===== src/rtl/spi_adc_pkg.sv =====
// Shared FSM state type, default frame geometry and counter-width helpers for the
// multi-lane serial ADC controller.
package spi_adc_pkg;

  typedef enum logic [1:0] {
    IDLE  = 2'd0,
    SETUP = 2'd1,
    SHIFT = 2'd2,
    QUIET = 2'd3
  } state_t;

  localparam int N_CH_DEF      = 2;
  localparam int DATA_W_DEF    = 12;
  localparam int LEAD_BITS_DEF = 2;
  localparam int CLK_DIV_DEF   = 2;
  localparam int CS_IDLE_DEF   = 4;

  // Standard ADS7883 frame length in SCLK cycles.
  localparam int FRAME = 16;

  // Width of a counter that runs 0..n-1, never narrower than one bit.
  function automatic int cnt_w(input int n);
    return (n <= 2) ? 1 : $clog2(n);
  endfunction

  function automatic int frame_len(input int lead, input int data, input int trail);
    return lead + data + trail;
  endfunction

endpackage


===== src/rtl/adc_shift_lane.sv =====
// One SDO lane: MSB-first shift register plus the output register that publishes
// the completed word when the frame ends.
module adc_shift_lane #(
  parameter int DATA_W = 12
) (
  input  logic              clk,
  input  logic              rst,
  input  logic              shift_en,
  input  logic              capture,
  input  logic              sdo,
  output logic [DATA_W-1:0] data
);

  logic [DATA_W-1:0] sr;

  always_ff @(posedge clk) begin
    if (rst) begin
      sr   <= '0;
      data <= '0;
    end else begin
      if (shift_en) sr <= {sr[DATA_W-2:0], sdo};
      if (capture)  data <= sr;
    end
  end

endmodule


===== src/rtl/spi_adc_multi_ctrl.sv =====
// Frame controller driving one shared SCLK/nCS to N_CH serial ADCs and capturing
// all SDO lanes in parallel; single-shot or continuous conversion.
module spi_adc_multi_ctrl
  import spi_adc_pkg::*;
#(
  parameter int N_CH       = N_CH_DEF,
  parameter int DATA_W     = DATA_W_DEF,
  parameter int LEAD_BITS  = LEAD_BITS_DEF,
  parameter int TRAIL_BITS = FRAME - LEAD_BITS_DEF - DATA_W_DEF,
  parameter int CLK_DIV    = CLK_DIV_DEF,
  parameter int CS_IDLE    = CS_IDLE_DEF
) (
  input  logic                     clk,
  input  logic                     rst,
  input  logic                     en,
  input  logic                     mode,
  input  logic                     start,
  input  logic [N_CH-1:0]          adc_sdo,
  output logic                     adc_sclk,
  output logic                     adc_ncs,
  output logic [N_CH*DATA_W-1:0]   adc_data,
  output logic                     valid,
  output logic                     busy
);

  localparam int FRAME_BITS = frame_len(LEAD_BITS, DATA_W, TRAIL_BITS);
  localparam int HW = cnt_w(CLK_DIV);
  localparam int EW = cnt_w(2 * FRAME_BITS);
  localparam int QW = cnt_w(CS_IDLE);

  localparam logic [HW-1:0] H_LAST = HW'(CLK_DIV - 1);
  localparam logic [HW-1:0] H_PRE  = HW'((CLK_DIV > 1) ? CLK_DIV - 2 : 0);
  localparam logic [EW-1:0] E_LAST = EW'(2 * FRAME_BITS - 1);
  localparam logic [EW-1:0] E_PRE  = EW'(2 * FRAME_BITS - 2);
  localparam logic [QW-1:0] Q_LAST = QW'(CS_IDLE - 1);

  state_t        state;
  logic [HW-1:0] hcnt;   // clk cycles within the current half-period
  logic [EW-1:0] ecnt;   // SCLK half-period index; even = low, odd = high
  logic [QW-1:0] qcnt;

  logic half_done, fall_now, shift_en, capture, ncs_rise;
  int   fall_idx;

  // NOTE: every always_comb output gets a default first so no path infers a latch.
  always_comb begin
    half_done = (hcnt == H_LAST);
    fall_now  = 1'b0;
    fall_idx  = 0;
    if (state == SETUP && half_done) begin
      fall_now = 1'b1;
      fall_idx = 1;
    end else if (state == SHIFT && half_done && adc_sclk && ecnt != E_LAST) begin
      fall_now = 1'b1;
      fall_idx = int'(ecnt >> 1) + 2;
    end
    shift_en = fall_now && fall_idx > LEAD_BITS && fall_idx <= LEAD_BITS + DATA_W;
    capture  = (state == SHIFT) && half_done && (ecnt == E_LAST);
    // nCS is released one cycle before SHIFT ends.
    ncs_rise = (state == SHIFT) &&
               ((CLK_DIV == 1) ? (ecnt == E_PRE) : (ecnt == E_LAST && hcnt == H_PRE));
  end

  // NOTE: sequential state uses non-blocking assignments so every register sees
  // the pre-edge values of the others.
  always_ff @(posedge clk) begin
    if (rst) begin
      state    <= IDLE;
      hcnt     <= '0;
      ecnt     <= '0;
      qcnt     <= '0;
      adc_sclk <= 1'b1;
      adc_ncs  <= 1'b1;
      valid    <= 1'b0;
      busy     <= 1'b0;
    end else begin
      valid <= 1'b0;
      unique case (state)
        IDLE: begin
          if (en && (mode || start)) begin
            state   <= SETUP;
            hcnt    <= '0;
            adc_ncs <= 1'b0;
            busy    <= 1'b1;
          end
        end
        SETUP: begin
          if (half_done) begin
            state    <= SHIFT;
            hcnt     <= '0;
            ecnt     <= '0;
            adc_sclk <= 1'b0;
          end else begin
            hcnt <= hcnt + 1'b1;
          end
        end
        SHIFT: begin
          if (ncs_rise) adc_ncs <= 1'b1;
          if (!half_done) begin
            hcnt <= hcnt + 1'b1;
          end else begin
            hcnt <= '0;
            if (ecnt == E_LAST) begin
              state <= QUIET;
              qcnt  <= '0;
              valid <= 1'b1;
            end else begin
              ecnt     <= ecnt + 1'b1;
              adc_sclk <= ~adc_sclk;
            end
          end
        end
        QUIET: begin
          if (qcnt == Q_LAST) begin
            if (en && mode) begin
              state   <= SETUP;
              hcnt    <= '0;
              adc_ncs <= 1'b0;
            end else begin
              state <= IDLE;
              busy  <= 1'b0;
            end
          end else begin
            qcnt <= qcnt + 1'b1;
          end
        end
        default: state <= IDLE;
      endcase
    end
  end

  for (genvar k = 0; k < N_CH; k++) begin : g_lane
    adc_shift_lane #(.DATA_W(DATA_W)) u_lane (
      .clk      (clk),
      .rst      (rst),
      .shift_en (shift_en),
      .capture  (capture),
      .sdo      (adc_sdo[k]),
      .data     (adc_data[k*DATA_W +: DATA_W])
    );
  end

endmodule


===== config.mk =====
export PLATFORM = sky130hd
export DESIGN_NAME = spi_adc_multi_ctrl
export DESIGN_NICKNAME = d
export VERILOG_FILES = /design/src/rtl/spi_adc_pkg.sv /design/src/rtl/adc_shift_lane.sv /design/src/rtl/spi_adc_multi_ctrl.sv
export SDC_FILE = /design/constraint.sdc
export NUM_CORES = 1
export LEC_CHECK = 0
export CAP_MARGIN = 20
export CORE_MARGIN = 2
export CORE_UTILIZATION = 35
export CTS_CLUSTER_SIZE = 28
export DETAILED_ROUTE_END_ITERATION = 10
export SYNTH_ARGS = -nofsm -noshare
export SYNTH_HDL_FRONTEND = slang
export SYNTH_HIERARCHICAL = 1
export SYNTH_SLANG_ARGS = --single-unit

===== constraint.sdc =====
create_clock -name clk -period 3.5 [get_ports clk]
set_input_delay 0.875 -clock clk [delete_from_list [all_inputs] [get_ports clk]]
set_output_delay 0.875 -clock clk [all_outputs]
set_load 0.03 [all_outputs]

==> metrics.md, run 1 <==
| Metric | Value |
|---|---|
| Status | `finished clean` |
| Mapped Cells | `about 260` |
| P&R area growth vs syn | `24.6%` |
| Area post-placement | `2990 um2` |
| Detailed Place HPWL | `3090 um` |
| Vias in the first global route | `about 1.9k` |
| Commonest non-fill, non-tap cell in the layout | `dfxtp_1` |
| GP Congestion | `0.750` |
| DRC errors left | `0` |
| Pwr/cell area | `545 nW/um2` |
| Achievable Freq | `0.383 GHz` |
| Hold worst-path end | `g_lane[0].u_lane/data[10]` |
| Mapped Nets | `272` |
| R2r endpoint | `g_lane[1].u_lane/sr[8]` |
| Site Rows | `31` |
| Worst Setup Path Type | `reg2reg` |
| H-tree Lvls | `3` |
| Least-Margin Pin Slew | `roughly 740 ps` |
| PnR worst setup slack | `892 ps` |
| Total of max-cap violations | `0` |
| DR vias | `1882` |
| Fin crit share | `around 75%` |
| Clock sinks | `62` |
| Worst Path Arrival | `2800 ps` |
| PortBufs | `34` |
| Static leakage | `about 0.0012 uW` |
| Seq/Total Area, Yosys | `47.9%` |
| Worst reg2reg setup slack | `890 ps` |
| Endpoints failing setup | `0` |
| Worst hold path class | `reg2reg` |
| TritonCTS clock tree | `yes` |
| Seq. cell area | `about 1200 um2` |
| Hold Vio Cnt, Final | `0` |
| Clk pin slew, worst setup/hold paths | `70 ps` |
| Area of the core | `~7200 um2` |
| First-pass GRT wire length | `between 8000 and 9000 um` |
| Slew Limit Headroom | `50.3%` |
| Die footprint | `8100 um2` |
| Multi-input logic area | `around 1200 um2` |
| Top-Level Pins | `35` |
| 1st-iter DRT viols | `76` |
| Pre-CTS setup slack | `938 ps` |
| CTS Root Buffer Type | `clkbuf_8` |
| Syn. warnings | `6` |
| CTS Buffer Depth | `2` |
| Post-CTS setup buffer count | `0` |
| R2R depth | `9` |
| Fin cells | `399` |
| Hold buffers post-CTS | `0` |
| Placed cells | `between 300 and 400` |
| Fin crit period | `2610 ps` |
| Die Wd | `about 90 um` |
| Slew Limit Fails | `0` |
| Drt pass-1 iters | `4` |
| Yosys reg bits | `62` |
| CP required | `3690 ps` |
| Post_cts resized | `0` |
| Clk_lat worst skew | `340 ps` |
| Area of the mapped netlist | `2590 um2` |
| Most frequent cells in the layout | `dfxtp_1, nor2_1, mux2i_1, clkdlybuf4s50_1, clkbuf_8` |
| RSZ-0062 raised after global routing | `false` |
| Die Height | `90.0 um` |
| Worst VDD drop | `about 0.25 mV` |
| Hold path startpoint | `g_lane[0].u_lane/data[10]` |
| Routed vias/inst | `4.72` |
| Layout Nets | `around 310` |
| Max Clock Skew | `10.2 ps` |
| Layout fillers | `just over 700` |
| Drt total wl | `~4800 um` |
| Post-route cell area | `3230 um2` |
| Hold depth | `2` |
| WL/cell | `12.0 um` |
| Startpoint types | `flip-flop` |
| Crit-path max FO | `9` |
| Share of layout cells above drive strength 1 | `9.67%` |
| Pin count of the biggest net entering global routing | `43` |
| Count of cell types in the netlist | `39` |
| Antenna-violating nets left | `0` |
| Inserted Clock Buffers | `9` |
| R2r startpoint | `ecnt[2]` |
| Initial core utilization | `35.9%` |
| Antenna violations before repair | `0` |
| Hold WS | `494 ps` |
| TNS Setup | `0 ps` |
| Mapped Avg Cell Area | `10.1 um2` |
| N_diodes | `0` |
| Gr ovfl total | `0` |
| Tot GR Track Use | `13.0%` |
| Crit end category | `flip-flop` |
==> logic make-up (layout without fill, tap and decap cells) <==
kind of cell	Yosys count	count (layout)	share of synthesized area, %
xor+xnor	3	3	1.01
fa+ha+maj	9	9	4.35
compound gates	22	22	6.47
buf+inv	16	60	4.15
simple gates	91	91	15.6
flops	62	62	47.9
mux	53	53	20.5
==> Yosys cell counts (all sizes together) <==
master         n  share of area, %
nand3b         1              0.29
dfxtp         62                48
a31oi          2              0.48
a32oi          1              0.34
and3           2              0.48
dlymetal6s2s   1              0.48
o21ai          3              0.58
nor3           3              0.58
inv            6              0.87
a22oi          3              0.87
a2111oi        1               1.1
xor2           3               1.0
nand2b         2              0.48
and4b          1              0.39
a211o          1              0.34
nand2          7               1.0
o21ba          1              0.39
and2b          1              0.34
nand4          2              0.48
nand3          3              0.58
and2           3              0.72
a31o           1              0.34
or4            1              0.29
o211ai         1              0.29
mux2           1              0.43
mux2i         52                20
a21o           1              0.29
nor2b          3              0.72
ha             9               4.3
buf            9               2.8
or2            1              0.24
nor2          61               8.9
a21oi          6               1.2
a22o           1              0.34
==> worst max path at each step <==
stage | start | depth (start not counted) | to
final | ecnt[2] | 9 | g_lane[1].u_lane/sr[8]
after global placement | ecnt[2] | 9 | g_lane[1].u_lane/sr[3]
after CTS | ecnt[2] | 9 | g_lane[1].u_lane/sr[8]
after global routing | ecnt[2] | 9 | g_lane[1].u_lane/sr[8]
after detailed placement | ecnt[2] | 9 | g_lane[1].u_lane/sr[7]
after floorplan | ecnt[2] | 9 | g_lane[0].u_lane/sr[10]
==> worst max-delay path: stages (launching register included) <==
cell      delay, ps
dfxtp_1         350
ha_1            230
and2_1          160
ha_1            240
nand3b_1        230
a31oi_1         160
and4b_1         530
buf_4           300
mux2i_1         200
nor2_1           50
==> where the power goes <==
part / total, uW / internal, uW / switching [uW]
clock: 721 / 440 / 281
sequential: 758 / 730 / 28.5
combinational: 279 / 128 / 151
total: 1760 / 1300 / 460
==> flip-flops by register name (all words and copies together), names as in the netlist <==
register            cells
ecnt                    5
valid                   1
state                   2
adc_sclk                1
qcnt                    2
g_lane.u_lane/sr       24
adc_ncs                 1
g_lane.u_lane/data     24
half_done               1
busy                    1
==> metal layers <==
layer | global-route usage (%) | vias up | part of all wire [%]
li1 | - | 957 | -
met1 | 16.3 | 872 | 50
met2 | 18.5 | 43 | 42
met3 | 5.20 | 10 | 5.4
met4 | 7.82 | 0 | 2.3
met5 | 0 | - | 0
==> area by class of cell <==
class	instances	share of cell area, %
clock inverters	5	2.52
inverters	6	0.698
clock buffers	11	4.69
flip-flops and latches	62	38.5
multi-input cells	178	38.5
well taps	99	3.84
repair buffers	38	11.3
==> metrics by stage <==
step           power [uW]  util, %
2_1_floorplan         988        -
4_1_cts              1790     44.7
3_5_place_dp         1050     41.5
6_report             1760     44.7
3_3_place_gp         1050     41.5
5_1_grt              1850     44.7
Note: power is estimated with default switching activity, not from simulation.
==> inputs of run 2 (changes only) <==
clock period = 2.5 ns   (was 3.5 ns; I/O delays follow)
==> run 2 against run 1 <==
Net effect:
- clock skew about the same
- combinational power is 41% higher
- highest routed layer unchanged
- non-clock buffer count is 1 lower
- first-iteration DRC count fell by 41%
- cell count down 0.25%
- sequential power up 40%
- worst setup slack got worse by 610 ps
- critical endpoint is now g_lane[1].u_lane/sr[10]
- clock power up 40%
==> metrics.md, run 2 (synthesis results as in run 1) <==
| Metric | Value |
|---|---|
| Fin crit period | `2220 ps` |
| Commonest non-fill, non-tap cell in the layout | `dfxtp_1` |
| RSZ-0062 raised after global routing | `false` |
| Hold path startpoint | `g_lane[0].u_lane/sr[11]` |
| Clk pin slew, worst setup/hold paths | `70 ps` |
| Clock sinks | `62` |
| Pin count of the biggest net entering global routing | `44` |
| P&R area growth vs syn | `25.3%` |
| CP required | `2710 ps` |
| Antenna violations before repair | `0` |
| Detailed Place HPWL | `3150 um` |
| H-tree Lvls | `3` |
| Die Wd | `90.0 um` |
| Hold depth | `2` |
| Worst hold path class | `reg2reg` |
| Post-CTS setup buffer count | `0` |
| Worst VDD drop | `0.433 mV` |
| Max Clock Skew | `slightly above 10 ps` |
| CP most frequent cell | `ha_1` |
| Hold Vio Cnt, Final | `0` |
| Status | `finished clean` |
| Slowest-stage cell, CP | `dfxtp_1` |
| Hold worst-path end | `g_lane[0].u_lane/data[11]` |
| TNS Setup | `0 ps` |
| Static leakage | `0.00119 uW` |
| Drt pass-1 iters | `4` |
| DRC errors left | `0` |
| Initial core utilization | `between 30% and 40%` |
| Antenna-violating nets left | `0` |
| Startpoint types | `flip-flop` |
| Total of max-cap violations | `0` |
| N_diodes | `0` |
| Largest regs | `g_lane.u_lane/data x24, g_lane.u_lane/sr x24, ecnt x5` |
| GP Congestion | `0.762` |
| CP max stage delay | `350 ps` |
| Site Rows | `31` |
| Endpoints failing setup | `0` |
| Critical path, cell by cell | `ha_1 > and2_1 > ha_1 > nand3b_1 > a31oi_1 > and4b_1 > buf_12 > mux2i_1 > nor2_1` |
| R2r startpoint | `ecnt[2]` |
| Die Height | `90.0 um` |
| R2r endpoint | `g_lane[1].u_lane/sr[10]` |
| Worst Path Arrival | `2430 ps` |
| 1st-iter DRT viols | `45` |
| TritonCTS clock tree | `yes` |
| Vias in the first global route | `1827` |
| WL/cell | `12.0 um` |
| CTS Buffer Depth | `2` |
| Pwr/cell area | `760 nW/um2` |
| R2R depth | `9` |
| Inserted Clock Buffers | `9` |
| Drt total wl | `4770 um` |
| Achievable Freq | `0.450 GHz` |
| Worst reg2reg setup slack | `about 280 ps` |
| Slew Limit Fails | `0` |
| Share of layout cells above drive strength 1 | `9.03%` |
| Least-Margin Pin Slew | `435 ps` |
| Routed vias/inst | `4.60` |
| Area of the core | `7210 um2` |
| Gr ovfl total | `0` |
| Most frequent cells in the layout | `dfxtp_1, nor2_1, mux2i_1, clkdlybuf4s50_1, clkbuf_8` |
| Worst Setup Path Type | `reg2reg` |
| CTS Root Buffer Type | `clkbuf_8` |
| DR vias | `1832` |
| First-pass GRT wire length | `8490 um` |
| Tot GR Track Use | `13.1%` |
| Top-Level Pins | `35` |
| Crit end category | `flip-flop` |
| Setup crit start | `ecnt[2]` |
| Buf+Inv Stages, Crit Path | `1` |
| Crit-path max FO | `24` |
| Clk_lat worst skew | `340 ps` |
| Slew Limit Headroom | `71.0%` |
| Hold buffers post-CTS | `0` |
| PortBufs | `34` |
| Die footprint | `8100 um2` |
| Fin crit share | `88.9%` |
| Post_cts resized | `0` |
| Final Power | `2460 uW` |
| Critical path's top delay family | `simple AND/OR/NAND/NOR gates` |
| Layout Nets | `310` |
run 2: cell type report:
class	instances	area, um2
Sequential cell	62	1240
Fill cell	732	3970
Timing Repair Buffer	37	383
Inverter	6	22.5
Clock inverter	4	77.6
Multi-Input combinational cell	178	1240
Clock buffer	12	155
Tap cell	99	124
run 2: routing by layer:
metal,part of all wire (%),routed length (um),up-vias,global-route usage [%]
li1,-,-,950,-
met2,43,2030,35,19.7
met3,4.6,218,9,5.03
met4,2.0,95,0,7.31
met1,51,2430,838,15.9
met5,0,0,-,0
run 2: worst max path at each step:
stage	end	cells after the start
detailed placement	g_lane[1].u_lane/sr[1]	9
global placement	busy	5
floorplan	g_lane[0].u_lane/sr[10]	9
global route	g_lane[0].u_lane/sr[9]	9
CTS	g_lane[1].u_lane/sr[1]	9
finish	g_lane[1].u_lane/sr[10]	9
run 2: worst register-to-register path, stage by stage (launching register included):
cell and delay (ps):
dfxtp_1 350, ha_1 230, and2_1 160, ha_1 230, nand3b_1 230, a31oi_1 160
and4b_1 250, buf_12 210, mux2i_1 220, nor2_1 60
run 2: where the power goes:
group          total, uW  leakage (uW)  switching [uW]  internal (uW)
logic                394      0.000570             215            179
clock network       1010      0.000117             390            621
registers           1060      0.000500            37.3           1020
run 2: through the flow:
step | instances | hold slack, ps | setup slack, ps | utilization (%) | area, um2
finish | 398 | 492 | 278 | 45.0 | 3240
global route | 398 | 521 | 42.2 | 45.0 | 3240
CTS | 398 | 493 | 274 | 45.0 | 3240
detailed placement | 382 | 483 | 292 | 41.7 | 3010
global placement | 382 | 475 | 324 | 41.7 | 3010
floorplan | 256 | 460 | 348 | - | 2590
==> inputs of run 3 (changes only) <==
SYNTH_HIERARCHICAL = not set   (was 1)
TNS_END_PERCENT = 1   (was not set)
==> run 3 against run 2 <==
Net effect:
- clock power down 9.9%
- critical path depth down 1
- global-route usage up 0.76 points
- sequential share of layout area down 0.65 points
- non-clock buffer count up 5
- first-iteration DRC count up 89%
- die area up 2.1%
- critical path type unchanged
- largest cell class is now multi-input gates
==> metrics.md, run 3 <==
| Metric | Value |
|---|---|
| Critical path, cell by cell | `ha_1 > and2_1 > ha_1 > nand4b_1 > a311o_1 > nor3_4 > buf_12 > mux2i_1` |
| CP most frequent cell | `ha_1` |
| Post-synth EDFFs | `0` |
| Crit-path max FO | `17` |
| Pin count of the biggest net entering global routing | `37` |
| Syn. warnings | `0` |
| Drt total wl | `between 5000 and 6000 um` |
| Yosys reg bits | `62` |
| Largest regs | `g_lane.u_lane.data x24, g_lane.u_lane.sr x24, ecnt x5` |
| Pwr/cell area | `710 nW/um2` |
| TNS Setup | `0 ps` |
| Antenna violations before repair | `0` |
| Fin crit share | `87.3%` |
| PortBufs | `34` |
| TritonCTS clock tree | `yes` |
| Area of the mapped netlist | `2650 um2` |
| Most frequent cell after synthesis | `nand2_1` |
| DR vias | `2144` |
| Top cell type's share of synthesized area | `46.9%` |
| Site Rows | `31` |
| Drt pass-1 iters | `4` |
| Initial core utilization | `36.3%` |
| Die footprint | `8270 um2` |
| Worst VDD drop | `0.224 mV` |
| Pre-CTS setup slack | `247 ps` |
| Routed vias/inst | `roughly 4.9` |
| Total of max-cap violations | `0` |
| Fin cells | `440` |
| Layout fillers | `758` |
| Share of layout cells above drive strength 1 | `10.6%` |
| Tot GR Track Use | `13.8%` |
| Startpoint types | `flip-flop` |
| Count of cell types in the netlist | `40` |
| Inserted Clock Buffers | `9` |
| Ys async rst share | `0%` |
| RSZ-0062 raised after global routing | `false` |
| WL/cell | `about 12 um` |
| Largest area contributor in the netlist | `dfxtp_1` |
| Clk_lat worst skew | `350 ps` |
| Detailed Place HPWL | `approximately 3600 um` |
| PnR worst setup slack | `between 300 and 400 ps` |
| Commonest cells post-synth | `nand2_1, dfxtp_1, a21oi_1` |
| Max Clock Skew | `7.58 ps` |
| Hold Vio Cnt, Final | `0` |
| Hold buffers post-CTS | `0` |
| Worst Setup Path Type | `reg2reg` |
| Most area-consuming cells after synthesis | `dfxtp_1, nand2_1, mux2i_1` |
| Slew Limit Headroom | `53.4%` |
| Clk pin slew, worst setup/hold paths | `70 ps` |
| Mapped Nets | `317` |
| CP required | `between 2000 and 3000 ps` |
| Layout Nets | `352` |
| Area of the core | `7290 um2` |
| Vias in the first global route | `between 2k and 2.5k` |
| Antenna-violating nets left | `0` |
| Seq/Total Area, Yosys | `46.9%` |
| Slowest-stage cell, CP | `a311o_1` |
| Slew Limit Fails | `0` |
| H-tree Lvls | `3` |
| Achievable Freq | `~0.46 GHz` |
| Post_cts resized | `0` |
| Die Wd | `~91 um` |
| Post-CTS setup buffer count | `0` |
| Placed cells | `roughly 420` |
| Status | `finished clean` |
| Worst Path Arrival | `2450 ps` |
| Mapped Avg Cell Area | `about 8.8 um2` |
| GP Congestion | `between 0.7 and 0.8` |
| Final Power | `2340 uW` |
| Most frequent cells in the layout | `nand2_1, dfxtp_1, clkdlybuf4s50_1, a21oi_1, mux2i_1` |
| Mapped Cells | `301` |
| Commonest non-fill, non-tap cell in the layout | `nand2_1` |
| Fin crit period | `2180 ps` |
| Static leakage | `approximately 0.0012 uW` |
| CP max stage delay | `between 300 and 400 ps` |
| 1st-iter DRT viols | `85` |
| DRC errors left | `0` |
| Crit end category | `flip-flop` |
| Worst hold path class | `reg2reg` |
| Main synth FF type | `dfxtp_1` |
| CTS Buffer Depth | `2` |
| Gr ovfl total | `0` |
| Top-Level Pins | `35` |
| Least-Margin Pin Slew | `approximately 700 ps` |
| First-pass GRT wire length | `9200 um` |
| Endpoints failing setup | `0` |
| P&R area growth vs syn | `24.7%` |
| Clock sinks | `62` |
| CTS Root Buffer Type | `clkbuf_8` |
| Die Height | `91.0 um` |
| Final core occ | `a little under half` |
| N_diodes | `0` |
## run 3: cell count changes in the layout (fill, tap and decap cells not counted), sizes merged, moves of 3 or more
cell      change
buf           +4
nor2         -53
mux2i        -29
a31o          +4
nand2        +73
nand3         +5
a21oi        +27
o21ai         +5
clkinvlp      +3
## run 3: per-layer routing
| metal | part of all wire (%) | GRT usage [%] | vias to the layer above |
|---|---|---|---|
| met4 | 2.7 | 8.96 | 0 |
| met1 | 51 | 18.6 | 985 |
| met2 | 43 | 20.0 | 38 |
| li1 | - | - | 1111 |
| met5 | 0 | 0 | - |
| met3 | 3.4 | 2.90 | 10 |
## run 3: area by class of cell
class	count	area (um2)	share of cell area, %
multi-input combinational	213	1280	38.9
clock inverter	5	57.6	1.74
clock buffer	11	151	4.59
tap	99	124	3.75
inverter	8	30.0	0.910
timing repair buffer	42	413	12.5
sequential	62	1240	37.6
## run 3: critical path: cells and delay by family, from the launching register on
family          cells  cell delay [ps]
mux                 1              190
compound gates      1              370
simple gates        3              550
flops               1              360
fa+ha+maj           2              440
buf+inv             1              200
## run 3: power breakdown
part | switching, uW | internal (uW) | total, uW
sequential | 41.6 | 1020 | 1060
clock | 397 | 512 | 910
combinational | 214 | 158 | 371
total | 653 | 1690 | 2340
## run 3: metrics by stage
stage          hold slack (ps)  cell area (um2)
2_1_floorplan              432             2650
3_3_place_gp               445             3090
3_5_place_dp               447             3090
4_1_cts                    457             3300
5_1_grt                    482             3300
6_report                   452             3300
## run 3: final timing paths
| kind | startpoint | endpoint | slack, ps | depth (start not counted) |
|---|---|---|---|---|
| max reg2reg | ecnt[2] | g_lane[1].u_lane.sr[4] | 320 | 8 |
| min | g_lane[1].u_lane.data[6] | g_lane[1].u_lane.data[6] | 450 | 2 |
| max | ecnt[2] | g_lane[1].u_lane.sr[4] | 320 | 8 |
| min reg2reg | g_lane[1].u_lane.data[6] | g_lane[1].u_lane.data[6] | 450 | 2 |
## run 3: logic make-up after synthesis
group,count (synthesis),share of synthesized area (%)
AO/OA/AOI/OAI,63,14.8
XOR/XNOR,3,1.28
adder cells (fa/ha/maj),9,4.26
buffers and inverters,26,4.59
flip-flops,62,46.9
multiplexers,23,8.70
AND/OR/NAND/NOR,115,19.5
